`src/rtl/sdram_test_pkg.sv`:
```
// Shared FSM encodings and the address-derived test pattern
// for the SDRAM bring-up memory tester.
package sdram_test_pkg;

  typedef enum logic [2:0] {
    ST_IDLE,
    ST_WR_REQ,
    ST_WR_HOLD,
    ST_RD_REQ,
    ST_RD_WAIT,
    ST_FIN
  } state_t;

  // Low data-width slice of the address xor the folded upper bits.
  function automatic logic [63:0] pat(
    input logic [63:0] seed,
    input logic [63:0] addr,
    input int unsigned dw
  );
    logic [63:0] mask;
    mask = (64'd1 << dw) - 64'd1;
    return (seed ^ (addr & mask) ^ (addr >> dw)) & mask;
  endfunction

endpackage

```
`src/rtl/sdram_tester_watchdog.sv`:
```
// Wait-state watchdog: cleared on state entry, counts while
// enabled and flags expiry once TIMEOUT_CYCLES is reached.
module sdram_tester_watchdog #(
  parameter int TIMEOUT_CYCLES = 1024
) (
  input  logic clk,
  input  logic reset_l,
  input  logic clr,
  input  logic en,
  output logic expired
);

  localparam int W = $clog2(TIMEOUT_CYCLES + 1);
  localparam logic [W-1:0] LIMIT = W'(TIMEOUT_CYCLES);

  logic [W-1:0] r_cnt;

  always_ff @(posedge clk or negedge reset_l) begin
    if (!reset_l) begin
      r_cnt <= '0;
    end else if (clr) begin
      r_cnt <= '0;
    end else if (en && (r_cnt != LIMIT)) begin
      r_cnt <= r_cnt + W'(1);
    end
  end

  assign expired = en && (r_cnt == LIMIT);

endmodule

```
`src/rtl/sdram_mem_tester.sv`:
```
// Write-all / read-all pattern tester driving the SDRAM
// controller client port; reports pass/fail and first error.
module sdram_mem_tester
  import sdram_test_pkg::*;
#(
  parameter int ADDR_WIDTH     = 22,
  parameter int DATA_WIDTH     = 16,
  parameter logic [ADDR_WIDTH-1:0] ADDR_FIRST = '0,
  parameter logic [ADDR_WIDTH-1:0] ADDR_LAST  = '1,
  parameter int WR_HOLD_CYCLES = 4,
  parameter int TIMEOUT_CYCLES = 1024,
  parameter int ERR_CNT_WIDTH  = 16
) (
  input  logic                     clk,
  input  logic                     reset_l,
  input  logic                     start,
  input  logic [DATA_WIDTH-1:0]    seed,
  output logic                     busy,
  output logic                     done,
  output logic                     pass,
  output logic                     timeout,
  output logic [ERR_CNT_WIDTH-1:0] err_count,
  output logic [ADDR_WIDTH-1:0]    first_err_addr,
  output logic [DATA_WIDTH-1:0]    first_err_data,
  output logic                     sdram_req,
  input  logic                     sdram_ack,
  output logic [ADDR_WIDTH-1:0]    sdram_addr,
  output logic                     sdram_rh_wl,
  output logic [DATA_WIDTH-1:0]    sdram_data_w,
  input  logic [DATA_WIDTH-1:0]    sdram_data_r,
  input  logic                     sdram_data_r_en
);

  localparam int HOLD_LAST = (WR_HOLD_CYCLES > 0) ? WR_HOLD_CYCLES - 1 : 0;
  localparam int HW = (HOLD_LAST > 0) ? $clog2(HOLD_LAST + 1) : 1;

  state_t                   r_state;
  state_t                   w_next;
  logic [DATA_WIDTH-1:0]    r_seed;
  logic [ADDR_WIDTH-1:0]    r_addr;
  logic [HW-1:0]            r_hold;
  logic                     r_busy;
  logic                     r_done;
  logic                     r_pass;
  logic                     r_timeout;
  logic [ERR_CNT_WIDTH-1:0] r_err_count;
  logic [ADDR_WIDTH-1:0]    r_fe_addr;
  logic [DATA_WIDTH-1:0]    r_fe_data;

  logic [DATA_WIDTH-1:0] w_pat;
  logic w_last;
  logic w_hold_done;
  logic w_wd_en;
  logic w_wd_clr;
  logic w_expired;
  logic w_wd_to;

  assign w_pat = DATA_WIDTH'(pat(64'(r_seed), 64'(r_addr), DATA_WIDTH));
  assign w_last = (r_addr == ADDR_LAST);
  assign w_hold_done = (r_hold == HW'(HOLD_LAST));
  assign w_wd_en = (r_state == ST_WR_REQ) ||
                   (r_state == ST_RD_REQ) ||
                   (r_state == ST_RD_WAIT);
  assign w_wd_clr = (w_next != r_state);

  sdram_tester_watchdog #(
    .TIMEOUT_CYCLES(TIMEOUT_CYCLES)
  ) u_wd (
    .clk    (clk),
    .reset_l(reset_l),
    .clr    (w_wd_clr),
    .en     (w_wd_en),
    .expired(w_expired)
  );

  always_ff @(posedge clk or negedge reset_l) begin
    if (!reset_l) begin
      r_state <= ST_IDLE;
    end else begin
      r_state <= w_next;
    end
  end

  always_comb begin
    w_next  = r_state;
    w_wd_to = 1'b0;
    unique case (r_state)
      ST_IDLE: begin
        if (start) w_next = ST_WR_REQ;
      end
      ST_WR_REQ: begin
        if (sdram_ack) begin
          w_next = ST_WR_HOLD;
        end else if (w_expired) begin
          w_next  = ST_FIN;
          w_wd_to = 1'b1;
        end
      end
      ST_WR_HOLD: begin
        if (w_hold_done) w_next = w_last ? ST_RD_REQ : ST_WR_REQ;
      end
      ST_RD_REQ: begin
        if (sdram_ack) begin
          w_next = ST_RD_WAIT;
        end else if (w_expired) begin
          w_next  = ST_FIN;
          w_wd_to = 1'b1;
        end
      end
      ST_RD_WAIT: begin
        if (sdram_data_r_en) begin
          w_next = w_last ? ST_FIN : ST_RD_REQ;
        end else if (w_expired) begin
          w_next  = ST_FIN;
          w_wd_to = 1'b1;
        end
      end
      ST_FIN: w_next = ST_IDLE;
      default: w_next = ST_IDLE;
    endcase
  end

  always_ff @(posedge clk or negedge reset_l) begin
    if (!reset_l) begin
      r_seed      <= '0;
      r_addr      <= '0;
      r_hold      <= '0;
      r_busy      <= 1'b0;
      r_done      <= 1'b0;
      r_pass      <= 1'b0;
      r_timeout   <= 1'b0;
      r_err_count <= '0;
      r_fe_addr   <= '0;
      r_fe_data   <= '0;
    end else begin
      r_hold <= (r_state == ST_WR_HOLD) ? r_hold + HW'(1) : '0;
      case (r_state)
        ST_IDLE: begin
          if (start) begin
            r_seed      <= seed;
            r_addr      <= ADDR_FIRST;
            r_err_count <= '0;
            r_fe_addr   <= '0;
            r_fe_data   <= '0;
            r_timeout   <= 1'b0;
            r_done      <= 1'b0;
            r_pass      <= 1'b0;
            r_busy      <= 1'b1;
          end
        end
        ST_WR_HOLD: begin
          if (w_hold_done) r_addr <= w_last ? ADDR_FIRST : r_addr + 1'b1;
        end
        ST_RD_WAIT: begin
          if (sdram_data_r_en) begin
            if (sdram_data_r != w_pat) begin
              if (r_err_count != '1) r_err_count <= r_err_count + 1'b1;
              // Zero count means this is the run's first mismatch.
              if (r_err_count == '0) begin
                r_fe_addr <= r_addr;
                r_fe_data <= sdram_data_r;
              end
            end
            if (!w_last) r_addr <= r_addr + 1'b1;
          end
        end
        ST_FIN: begin
          r_busy <= 1'b0;
          r_done <= 1'b1;
          r_pass <= (r_err_count == '0) && !r_timeout;
        end
        default: ;
      endcase
      if (w_wd_to) r_timeout <= 1'b1;
    end
  end

  // Request and direction decode straight from state so reset drops them at once.
  assign sdram_req    = (r_state == ST_WR_REQ) || (r_state == ST_RD_REQ);
  assign sdram_rh_wl  = (r_state == ST_RD_REQ) || (r_state == ST_RD_WAIT);
  assign sdram_addr   = r_addr;
  assign sdram_data_w = w_pat;

  assign busy           = r_busy;
  assign done           = r_done;
  assign pass           = r_pass;
  assign timeout        = r_timeout;
  assign err_count      = r_err_count;
  assign first_err_addr = r_fe_addr;
  assign first_err_data = r_fe_data;

endmodule

```
`config.mk`:
```
export PLATFORM = sky130hd
export DESIGN_NAME = sdram_mem_tester
export DESIGN_NICKNAME = d
export VERILOG_FILES = /design/src/rtl/sdram_test_pkg.sv /design/src/rtl/sdram_tester_watchdog.sv /design/src/rtl/sdram_mem_tester.sv
export SDC_FILE = /design/constraint.sdc
export NUM_CORES = 1
export LEC_CHECK = 0
export BUFFER_PORTS_ARGS = -buffer_cell sky130_fd_sc_hd__buf_2
export CAP_MARGIN = 20
export CORE_MARGIN = 10
export CORE_UTILIZATION = 35
export DETAILED_ROUTE_END_ITERATION = 8
export GPL_ROUTABILITY_DRIVEN = 0
export GPL_TIMING_DRIVEN = 0
export PLACE_DENSITY_LB_ADDON = 0.1
export SLEW_MARGIN = 5
export SYNTH_ARGS = -nofsm -noshare
export SYNTH_HDL_FRONTEND = slang
export SYNTH_SLANG_ARGS = --single-unit
```
`constraint.sdc`:
```
create_clock -name clk -period 3.9 [get_ports clk]
set_clock_uncertainty 0.1 [all_clocks]
set_input_delay 0.39 -clock clk [delete_from_list [all_inputs] [get_ports clk]]
set_output_delay 0.39 -clock clk [all_outputs]
set_load 0.005 [all_outputs]
```
==> run_results.csv <==
group,metric,value,unit
final_layout,fill_cells,1757,
logic_synthesis,yosysUniqueCellTypes,58,
logic_synthesis,synth_edf_count,0,
setup_path,cp.arrival,3580,ps
timing,tightest_slew,876.7,ps
logic_synthesis,synthXorXnorAreaFrac,0.1296,
power_and_ir_drop,power.switching,1422,uW
floorplan,num_rows,48,
clock_tree,cts.sinks,112,
timing,fin_crit,3450,ps
logic_synthesis,netlist_instances,610,
logic_synthesis,netlist_area,6101,um^2
clock_tree,cts_tree,"built",
logic_synthesis,synth_simple_gate_area_frac,0.2301,
power_and_ir_drop,ir_worst_vdd,0.2458,mV
clock_tree,numCtsBuffers,9,
setup_path,path_cells,"ha_1 -> nand2_1 -> nor4_2 -> nand3_1 -> o31ai_2 -> buf_2 -> buf_1 -> nor2_1",
logic_synthesis,async_flop_share,1.000,
grt,grt_max_degree,80,
clock_tree,cts_root_buffer,"clkbuf_16",
logic_synthesis,ys_seq_area_frac,0.4594,
final_layout,regArea,2803,um^2
drt,vias,5187,
run_status,status,"finished clean",
power_and_ir_drop,p_seq_frac,0.383,
grt,grt_pass1_wl,29750,um
setup_path,crit_buf_inv,2,
timing,fmax,289.8,MHz
drt,post_drt_via_cell_ratio,5.245,
clock_tree,clk_pin_slew,80,ps
timing,tns,0,ps
grt,antenna_found_initial,2,
logic_synthesis,yosysWarningCount,0,
timing,layout_worst_path_cycle_share,0.8847,
place,place_area,7087,um^2
drt,firstDrtPassIters,5,
logic_synthesis,synth_compound_area_frac,0.1183,
floorplan,die_w,152.0,um
power_and_ir_drop,power_density,510.7,nW/um^2
setup_path,crit_fanout,10,
drt,drtAntennaViolNets,0,
power_and_ir_drop,p_leak,0.003815,uW
timing,slew_viol_final,0,
final_layout,layout_common_cells,"buf_2 (143), dfrtp_1 (112), nand2_1 (100)",
logic_synthesis,syn_avg_cell_area,10.00,um^2
final_layout,fin_area,7423,um^2
logic_synthesis,synth_top_family_by_area,"simple AND/OR/NAND/NOR gates",
timing,hold_violations,0,
logic_synthesis,syn_nets,653,
clock_tree,clk_latency,360,ps
setup_path,critPathKind,"reg2reg",
run,cap_violations,0,
min_path,min_path_type,"in2reg",
power_and_ir_drop,p_clk_frac,0.264,
timing,rsz0062_at_grt,"no",
final_layout,syn_to_final_growth,21.68,%
drt,wl_per_cell,18.97,um
setup_path,crit_family,"simple AND/OR/NAND/NOR gates",
setup_path,crit_slowest_cell,"nor4_2",
power_and_ir_drop,p_int,2369,uW
floorplan,die-area,23110,um^2
clock_tree,clk_path_buf_depth,2,
logic_synthesis,synth_fa_ha_area_frac,0.01231,
setup_path,slowest_delay,590,ps
grt,grt_use_total,0.1589,
floorplan,ios,135,
final_layout,final_nets,800,
power_and_ir_drop,power_frac_comb,0.353,
setup_path,start_kind,"flop",
place,port_buffers,134,
power_and_ir_drop,sw_frac_of_total,0.3750,
final_layout,multi_input_area,3069,um^2
clock_tree,post_cts_buffers,0,
setup_path,endpoint_kind,"flop",
grt,first_global_vias,5188,
drt,wl,18760,um
logic_synthesis,synthFlopType,"dfrtp_1",
floorplan,fp.dieH,152.0,um
clock_tree,cts-htree-levels,3,
final_layout,finalNonFillerCells,989,
drt,drc_errors,0,
final_layout,final_common_cell,"buf_2",
logic_synthesis,ys_ff_latch,112,
setup_path,cp.required,4030,ps
timing,setup_violations,0,
timing,relSlewSlack,0.4081,
floorplan,core,17180,um^2
grt,overflow,0,
final_layout,drive_gt1_frac,0.2415,
place,dp_hpwl,14280,um
logic_synthesis,synth.area.mux_share,0.01189,
place,dp.cells,970,
floorplan,initial_core_util,0.3552,
drt,drtIter0Drc,358,
==> sequential cells by signal, indices dropped and copies added (netlist names) <==
signal          flops
r_seed             16
r_state             3
pass                1
u_wd.r_cnt         11
sdram_addr         22
first_err_data     16
first_err_addr     22
busy                1
err_count          16
done                1
r_hold              2
timeout             1
==> power groups by stage <==
stage	registers (uW)	clock network [uW]	logic [uW]
3_3_place_gp	1470	0	1330
5_1_grt	1480	1070	1490
2_1_floorplan	1450	0	841
6_report	1450	999	1340
3_5_place_dp	1480	0	1350
4_1_cts	1450	1020	1360
==> metal layers <==
layer	vias to the layer above	routed length, um	track usage
met3	20	1061	0.04036
met5	-	0	0
li1	2469	-	-
met1	2567	8333	0.2046
met4	0	276	0.04356
met2	131	9092	0.2585
==> what timing repair did <==
item / in CTS / in global routing
hold buffers: 1 / 0
gates resized for setup: 0 / 1
hold endpoints to repair: 33 / 0
endpoints found under the setup margin: 0 / 6
==> cell families (layout without fill, tap and decap cells) <==
kind of cell	after synthesis	in the layout
other	0	2
buffers and inverters	53	205
AND/OR/NAND/NOR	275	275
adder cells (fa/ha/maj)	6	6
XOR/XNOR	62	62
AO/OA/AOI/OAI	95	95
flip-flops	112	112
multiplexers	7	7
==> layout make-up <==
| class | count | share of cell area |
|---|---|---|
| antenna | 2 | 0.0006742 |
| buffer | 41 | 0.02545 |
| clock buffer | 11 | 0.03405 |
| clock inverter | 5 | 0.008596 |
| inverter | 12 | 0.006068 |
| multi-input combinational | 445 | 0.4134 |
| sequential | 112 | 0.3775 |
| tap | 225 | 0.03792 |
| timing repair buffer | 136 | 0.09624 |
==> final timing paths <==
check	start	endpoint	slack, ps	cells after the start
setup reg to reg	sdram_addr[1]	sdram_addr[14]	450	8
setup / recovery	sdram_addr[1]	sdram_addr[14]	450	8
hold / removal	seed[14]	r_seed[14]	120	3
max in group asynchronous	reset_l	u_wd.r_cnt[0]	2600	3
hold reg to reg	r_hold[0]	r_hold[0]	330	1
min in group asynchronous	reset_l	first_err_data[15]	390	2
==> synth_stat cells (all sizes together) (8+ instances only) <==
master    n  area [um^2]
dfrtp   112         2803
nand2   100        375.4
nor2     47        176.4
a22o     38        332.8
xor2     34        297.8
clkbuf   23        86.33
nand3    20        100.1
nand4    20        125.1
a21oi    19        98.85
buf      18        102.6
xnor3    18        405.4
and3     15        93.84
inv      12        45.04
nor3     10        50.05
nor4     10        81.33
o21ai    10        50.05
xnor2    10        87.58
nand2b    8        50.05
==> metrics by stage <==
stage                       util  hold WS (ps)  setup WS [ps]  total power, uW
after floorplan                -        -5.591           1210             2291
after global placement    0.4106         324.6          310.3             2800
after detailed placement  0.4126         212.8          348.7             2828
after CTS                 0.4316         105.0          319.1             3833
after global routing      0.4319         123.9          152.3             4041
final                     0.4322         119.2          449.5             3791
==> worst min-delay path, delay by kind of cell <==
family	cells	cell delay, ps
buffers and inverters	1	80
AND/OR/NAND/NOR	2	80
Note: power is estimated with default switching activity, not from simulation.
